--- src/rtl/vga_pattern_pkg.sv ---
// Shared encodings and colour constants for the VGA test-pattern generator.
package vga_pattern_pkg;

    typedef enum logic [1:0] {
        PAT_BARS  = 2'd0,
        PAT_CHECK = 2'd1,
        PAT_GRAD  = 2'd2,
        PAT_BOX   = 2'd3
    } pat_e;

    localparam int PIPE_LAT = 2;

    localparam logic [23:0] COL_WHITE   = 24'hFFFFFF;
    localparam logic [23:0] COL_YELLOW  = 24'hFFFF00;
    localparam logic [23:0] COL_CYAN    = 24'h00FFFF;
    localparam logic [23:0] COL_GREEN   = 24'h00FF00;
    localparam logic [23:0] COL_MAGENTA = 24'hFF00FF;
    localparam logic [23:0] COL_RED     = 24'hFF0000;
    localparam logic [23:0] COL_BLUE    = 24'h0000FF;
    localparam logic [23:0] COL_BLACK   = 24'h000000;
    localparam logic [23:0] COL_BOX_FG  = 24'hFFFFFF;
    localparam logic [23:0] COL_BOX_BG  = 24'h000080;

    function automatic logic [23:0] bar_colour(input logic [2:0] idx);
        logic [23:0] c;
        case (idx)
            3'd0:    c = COL_WHITE;
            3'd1:    c = COL_YELLOW;
            3'd2:    c = COL_CYAN;
            3'd3:    c = COL_GREEN;
            3'd4:    c = COL_MAGENTA;
            3'd5:    c = COL_RED;
            3'd6:    c = COL_BLUE;
            3'd7:    c = COL_BLACK;
            default: c = COL_BLACK;
        endcase
        return c;
    endfunction

endpackage

--- src/rtl/vga_pattern_gen_bounce.sv ---
// Bouncing-box position/direction state; advances one step per end-of-frame tick.
module vga_bounce_ctrl #(
    parameter int H_PIXELS = 1920,
    parameter int V_PIXELS = 1080,
    parameter int BOX_SIZE = 64,
    parameter int BOX_STEP = 4
) (
    input  logic        pixel_clk,
    input  logic        reset_n,
    input  logic        eof,
    output logic [31:0] box_x,
    output logic [31:0] box_y
);

    localparam logic [31:0] H_L    = 32'(H_PIXELS);
    localparam logic [31:0] V_L    = 32'(V_PIXELS);
    localparam logic [31:0] SIZE_L = 32'(BOX_SIZE);
    localparam logic [31:0] STEP_L = 32'(BOX_STEP);

    logic [31:0] box_x_r;
    logic [31:0] box_y_r;
    logic        dx_neg_r;
    logic        dy_neg_r;
    logic [32:0] x_next_s;
    logic [32:0] y_next_s;

    // Returns {direction_negative, position} for one axis after a step.
    function automatic logic [32:0] axis_next(input logic [31:0] pos,
                                              input logic        neg,
                                              input logic [31:0] limit);
        logic [32:0] r;
        if (!neg && ((pos + SIZE_L + STEP_L) > limit)) begin
            r = {1'b1, limit - SIZE_L};
        end else if (neg && (pos < STEP_L)) begin
            r = {1'b0, 32'd0};
        end else if (neg) begin
            r = {1'b1, pos - STEP_L};
        end else begin
            r = {1'b0, pos + STEP_L};
        end
        return r;
    endfunction

    // Candidate next position for both axes.
    always_comb begin
        x_next_s = axis_next(box_x_r, dx_neg_r, H_L);
        y_next_s = axis_next(box_y_r, dy_neg_r, V_L);
    end

    // Position and direction registers, updated only on end of frame.
    always_ff @(posedge pixel_clk or negedge reset_n) begin
        if (!reset_n) begin
            box_x_r  <= 32'd0;
            box_y_r  <= 32'd0;
            dx_neg_r <= 1'b0;
            dy_neg_r <= 1'b0;
        end else if (eof) begin
            box_x_r  <= x_next_s[31:0];
            dx_neg_r <= x_next_s[32];
            box_y_r  <= y_next_s[31:0];
            dy_neg_r <= y_next_s[32];
        end else begin
            box_x_r  <= box_x_r;
            box_y_r  <= box_y_r;
            dx_neg_r <= dx_neg_r;
            dy_neg_r <= dy_neg_r;
        end
    end

    assign box_x = box_x_r;
    assign box_y = box_y_r;

endmodule

--- src/rtl/vga_pattern_gen.sv ---
// Two-stage VGA test-pattern source (bars, checker, gradient, bouncing box).
// Define VGA_BORDER_EN to overlay a 1-pixel white frame border.
module vga_pattern_gen
    import vga_pattern_pkg::*;
#(
    parameter int   H_PIXELS   = 1920,
    parameter int   V_PIXELS   = 1080,
    parameter logic H_POL      = 1'b0,
    parameter logic V_POL      = 1'b1,
    parameter int   BOX_SIZE   = 64,
    parameter int   BOX_STEP   = 4,
    parameter int   CHECK_LOG2 = 5
) (
    input  logic        pixel_clk,
    input  logic        reset_n,
    input  logic        disp_ena_in,
    input  logic [31:0] column,
    input  logic [31:0] row,
    input  logic        h_sync_in,
    input  logic        v_sync_in,
    input  logic [1:0]  pattern_sel,
    output logic [7:0]  red,
    output logic [7:0]  green,
    output logic [7:0]  blue,
    output logic        h_sync_out,
    output logic        v_sync_out,
    output logic        disp_ena_out
);

    localparam logic [31:0] H_L    = 32'(H_PIXELS);
    localparam logic [31:0] V_L    = 32'(V_PIXELS);
    localparam logic [31:0] SIZE_L = 32'(BOX_SIZE);
    localparam logic [31:0] BAR_W  = 32'(H_PIXELS / 8);

    pat_e        active_pat_r;
    logic [7:0]  frame_cnt_r;
    logic        eof_s;
    logic [31:0] box_x_s;
    logic [31:0] box_y_s;
    logic [2:0]  bar_idx_s;
    logic        in_box_s;
    logic [23:0] pat_rgb_s;
    logic [23:0] rgb_fin_s;

    logic [23:0] rgb_s1_r;
    logic        de_s1_r;
    logic        hs_s1_r;
    logic        vs_s1_r;
    logic [23:0] rgb_s2_r;
    logic        de_s2_r;
    logic        hs_s2_r;
    logic        vs_s2_r;

    assign eof_s = disp_ena_in && (column == (H_L - 32'd1)) && (row == (V_L - 32'd1));

    vga_bounce_ctrl #(
        .H_PIXELS (H_PIXELS),
        .V_PIXELS (V_PIXELS),
        .BOX_SIZE (BOX_SIZE),
        .BOX_STEP (BOX_STEP)
    ) u_bounce (
        .pixel_clk (pixel_clk),
        .reset_n   (reset_n),
        .eof       (eof_s),
        .box_x     (box_x_s),
        .box_y     (box_y_s)
    );

    // Frame-boundary state: pattern latch and frame counter.
    always_ff @(posedge pixel_clk or negedge reset_n) begin
        if (!reset_n) begin
            active_pat_r <= PAT_BARS;
            frame_cnt_r  <= 8'd0;
        end else if (eof_s) begin
            active_pat_r <= pat_e'(pattern_sel);
            frame_cnt_r  <= frame_cnt_r + 8'd1;
        end else begin
            active_pat_r <= active_pat_r;
            frame_cnt_r  <= frame_cnt_r;
        end
    end

    // Bar index by threshold compare; anything past bar 7 stays black (bar 7).
    always_comb begin
        bar_idx_s = 3'd0;
        for (int k = 1; k < 8; k++) begin
            bar_idx_s = (column >= (BAR_W * 32'(k))) ? 3'(k) : bar_idx_s;
        end
    end

    assign in_box_s = (column >= box_x_s) && (column < (box_x_s + SIZE_L)) &&
                      (row >= box_y_s)    && (row < (box_y_s + SIZE_L));

    // Per-pattern colour for the current pixel.
    always_comb begin
        pat_rgb_s = COL_BLACK;
        case (active_pat_r)
            PAT_BARS:  pat_rgb_s = bar_colour(bar_idx_s);
            PAT_CHECK: pat_rgb_s = (column[CHECK_LOG2] ^ row[CHECK_LOG2]) ? COL_WHITE : COL_BLACK;
            PAT_GRAD:  pat_rgb_s = {column[7:0], row[7:0], frame_cnt_r};
            PAT_BOX:   pat_rgb_s = in_box_s ? COL_BOX_FG : COL_BOX_BG;
            default:   pat_rgb_s = COL_BLACK;
        endcase
    end

`ifdef VGA_BORDER_EN
    logic border_s;
    logic border_s1_r;

    assign border_s = (column == 32'd0) || (column == (H_L - 32'd1)) ||
                      (row == 32'd0)    || (row == (V_L - 32'd1));

    // Border flag travels alongside stage 1.
    always_ff @(posedge pixel_clk or negedge reset_n) begin
        if (!reset_n) begin
            border_s1_r <= 1'b0;
        end else begin
            border_s1_r <= border_s;
        end
    end
`endif

    // Stage 1: pattern colour plus delayed sync/enable.
    always_ff @(posedge pixel_clk or negedge reset_n) begin
        if (!reset_n) begin
            rgb_s1_r <= 24'h000000;
            de_s1_r  <= 1'b0;
            hs_s1_r  <= ~H_POL;
            vs_s1_r  <= ~V_POL;
        end else begin
            rgb_s1_r <= pat_rgb_s;
            de_s1_r  <= disp_ena_in;
            hs_s1_r  <= h_sync_in;
            vs_s1_r  <= v_sync_in;
        end
    end

    // Blanking has priority over the border, which has priority over the pattern.
    always_comb begin
        rgb_fin_s = 24'h000000;
        if (!de_s1_r) begin
            rgb_fin_s = 24'h000000;
        end
`ifdef VGA_BORDER_EN
        else if (border_s1_r) begin
            rgb_fin_s = COL_WHITE;
        end
`endif
        else begin
            rgb_fin_s = rgb_s1_r;
        end
    end

    // Stage 2: final registered outputs.
    always_ff @(posedge pixel_clk or negedge reset_n) begin
        if (!reset_n) begin
            rgb_s2_r <= 24'h000000;
            de_s2_r  <= 1'b0;
            hs_s2_r  <= ~H_POL;
            vs_s2_r  <= ~V_POL;
        end else begin
            rgb_s2_r <= rgb_fin_s;
            de_s2_r  <= de_s1_r;
            hs_s2_r  <= hs_s1_r;
            vs_s2_r  <= vs_s1_r;
        end
    end

    assign red          = rgb_s2_r[23:16];
    assign green        = rgb_s2_r[15:8];
    assign blue         = rgb_s2_r[7:0];
    assign disp_ena_out = de_s2_r;
    assign h_sync_out   = hs_s2_r;
    assign v_sync_out   = vs_s2_r;

endmodule
--- config.mk ---
export PLATFORM = sky130hd
export DESIGN_NAME = vga_pattern_gen
export DESIGN_NICKNAME = d
export VERILOG_FILES = /design/src/rtl/vga_pattern_pkg.sv /design/src/rtl/vga_pattern_gen_bounce.sv /design/src/rtl/vga_pattern_gen.sv
export SDC_FILE = /design/constraint.sdc
export NUM_CORES = 1
export LEC_CHECK = 0
export CAP_MARGIN = 20
export CORE_MARGIN = 5
export CORE_UTILIZATION = 52
export DETAILED_ROUTE_END_ITERATION = 16
export GPL_TIMING_DRIVEN = 0
export PLACE_DENSITY_LB_ADDON = 0.25
export SLEW_MARGIN = 10
export SYNTH_ARGS = -nofsm -noshare
export SYNTH_HDL_FRONTEND = slang
export SYNTH_SLANG_ARGS = --single-unit
--- constraint.sdc ---
create_clock -name pixel_clk -period 11.1 [get_ports pixel_clk]
set_input_delay 1.665 -clock pixel_clk [delete_from_list [all_inputs] [get_ports pixel_clk]]
set_output_delay 1.665 -clock pixel_clk [all_outputs]
set_load 0.1 [all_outputs]
==> results of run 1 <==
## layout by cell type (no fill, tap or decap), types with 16 or more instances in the layout
cell type / count
a31oi_1: 16
o21a_1: 18
and3_1: 18
o21ai_0: 58
clkbuf_16: 17
and2_1: 30
clkbuf_1: 45
xnor2_1: 104
o211ai_1: 31
a21o_1: 24
inv_1: 75
nor4_1: 44
nand4_1: 55
nor3_1: 57
nor2_2: 20
nand2_1: 115
nor2_1: 124
ha_1: 119
clkdlybuf4s50_1: 96
nand3_1: 51
dfrtp_1: 124
a21oi_1: 46
## cell families (layout without fill, tap and decap cells)
group,after synthesis,after routing
xor gates and xnor gates,113,113
AOI/OAI and AO/OA,292,292
adders and majority gates,125,125
DFF,126,126
muxes,8,8
and+or+nand+nor,632,632
buffers and inverters,153,285
## where the power goes
part | switching (uW) | total [uW] | internal (uW) | leakage (uW)
Sequential | 0.620 | 461 | 461 | 0.00155
Combinational | 51.9 | 95.3 | 43.4 | 0.00388
Clock | 244 | 591 | 347 | 0.000298
Total | 297 | 1150 | 851 | 0.00573
## flip-flops by register name, indices dropped and copies added (netlist names)
name	cells
disp_ena_out	1
frame_cnt_r	8
de_s1_r	1
u_bounce.dx_neg_r	1
hs_s1_r	1
active_pat_r	2
v_sync_out	1
rgb_s1_r	24
u_bounce.box_x	30
u_bounce.dy_neg_r	1
vs_s1_r	1
rgb_s2_r	24
u_bounce.box_y	30
h_sync_out	1
## worst max-delay path: cells and delay by family
| family | cells | cell delay, ps |
|---|---|---|
| AOI/OAI and AO/OA | 9 | 2820 |
| adders and majority gates | 1 | 330 |
| buffers and inverters | 2 | 950 |
| and+or+nand+nor | 1 | 220 |
## layer usage
metal,up-vias,share of wire (%),GRT usage (%)
met4,0,4.9,13.3
met5,-,0,0
met2,554,47,47.7
met1,5692,42,38.7
met3,108,6.8,4.34
li1,5560,-,-
## path summary, 6_finish.rpt
path                                         from  slack, ps                 end
worst max register to register  u_bounce.box_y[6]       5880        rgb_s1_r[11]
worst max-delay path                       row[2]       5380        rgb_s1_r[11]
max in group asynchronous                 reset_n       9120  u_bounce.box_x[29]
worst min-delay path                      vs_s1_r        350          v_sync_out
worst min register to register            vs_s1_r        350          v_sync_out
min in group asynchronous                 reset_n       1200         rgb_s2_r[0]
## cell type report
cell class,instances,area [sq um]
plain buffers,76,418
clock buffers,18,439
clock inverters,14,169
fillers,2027,8720
inverters,77,289
multi-input cells,1170,8080
flip-flops and latches,126,3160
well taps,285,357
repair buffers,100,1010
## Yosys cell counts, types with 11 or more instances
cell      count
and2_1       30
or3_1        15
o22ai_1      14
xnor2_1     104
clkbuf_1     45
and3_1       18
nand2_1     115
a21o_1       24
dfrtp_1     124
a21oi_1      46
ha_1        119
o31ai_1      11
nand4_1      55
nor2_1      124
a31oi_1      16
nor2b_1      14
nor2_2       20
o21a_1       18
nor3_1       57
or4_1        14
nor4_1       45
nand3_1      51
o21ai_0      58
o211ai_1     31
inv_1        75
## metrics by stage
stage                     setup slack (ps)  cells  cell area, sq um
after CTS                             5540   1866             13900
after global placement                3210   1831             13300
final                                 5380   1866             13900
after floorplan                       6720   1449             11900
after global routing                  5370   1866             13900
after detailed placement              5130   1834             13300
==> reports/metrics.csv, run 1 <==
metric,value,unit
cts-root-buf,clkbuf_16,
syn_area_per_cell,8.23,sq um
synthMuxAreaShare,0.682,%
core-area,22600,sq um
maxCapViolCount,0,
synth-compound-area-share,17.1,%
syn_nets,1639,
path_cells,"clkdlybuf4s50_1, ha_1, o21a_1, o21a_1, o21ai_0, a21boi_0, o31ai_1, a31oi_1, o41ai_1, nand2_1, a41oi_1, clkbuf_1, o211ai_1",
setup_viol,0,
postRouteAntennaNets,0,
place_congestion,0.996,
area_delta_synth_final,16.7,%
p_leak,0.00573,uW
holdBufCountCts,0,
wire_per_inst,20.8,microns
io_buffer_count,97,
powerDensity,82.4,nW/um^2
synth-async-reset-ratio,100,%
worst_clock_skew,14.0,ps
pin_count,98,
hold_viol,0,
die_h,161,microns
drtPass1Iterations,8,
path_common_cell,o21a_1,
clock_sinks,126,
synth_top_area_share,26.0,%
clk_pin_slew,60,ps
hold_path_depth,0,
max_freq,175,MHz
post-route-period-util,51.5,%
setup_tns,0,ps
synth_top_family_by_area,simple AND/OR/NAND/NOR gates,
drt-total-wl,38700,microns
slew_headroom,24.6,%
fin_hold_ws,348,ps
vdd_ir_drop_max,96.1,uV
clock_path_buffers,2,
critPathRequiredTime,11360,ps
synthXorXnorAreaFrac,8.30,%
start_util,52.7,%
layout-drive-gt1-share,8.16,%
final_util,61.5,%
path_max_fanout,10,
synth_fa_ha_area_share,13.0,%
drt_iter0_drc,1277,
synth_edf_count,0,
grt_usage,29.3,%
die_width,161,microns
core.rowCount,55,
tightest_slew,1120,ps
rsz0062_at_grt,false,
ys_types,100,
synth_area_leaders,"dfrtp_1 26%, ha_1 12%, xnor2_1 7.6%",
cts_tree,built,
clock_latency,430,ps
grt_overflow,0,
cts-resized-gates,0,
hp-class,flip-flop to flip-flop,
start_kind,input pin,
worstPathArrival,5980,ps
avgViaCountPerCell,6.38,
critPathMaxStageDelay,740,ps
power,1150,uW
endpoint_kind,flip-flop,
syn-instance-count,1449,
post_cts_buffers,0,
synth-main-ff-cell,dfrtp_1,
vias,11914,
yosysSeqAreaShare,26.5,%
drc,0,
synth-seq-cells,126,
rr_worst_depth,14,
synth_area,11900,sq um
nets,1758,
antenna_cells,0,
dp_hpwl,30100,microns
yosys.area_share.simple,28.5,%
htree_levels,4,
outcome,completed,
synth_area_leader_cell,dfrtp_1,
synth_warnings,0,
period_needed,5720,ps
grt_antenna_before_repair,0,
die_area,26100,sq um
crit_type,input pin to flip-flop,
cts_buffers,17,
finalMaxSlewViolations,0,
grt_max_degree,73,
grt_first_pass_wirelength,61400,microns
grt_pass1_vias,11449,
cp_slowest_cell,a41oi_1,
Note: power is estimated with default switching activity, not from simulation.
==> run 2, diff against run 1 <==
Clock period 11.1 ns to 5.7 ns, I/O delays scaled along.
==> results of run 2 <==
Same layout as run 1 (identical final DEF). Status: completed.
Main changes from that run: setup slack after placement 5130 ps -> 538 ps; setup slack after layout 5380 ps -> 479 ps; start point of the critical path row[2] -> u_bounce.box_y[6]; register-to-register setup slack 5880 ps -> 480 ps; total power 1150 uW -> 2230 uW; worst IR drop on VDD 96.1 uV -> 187 uV
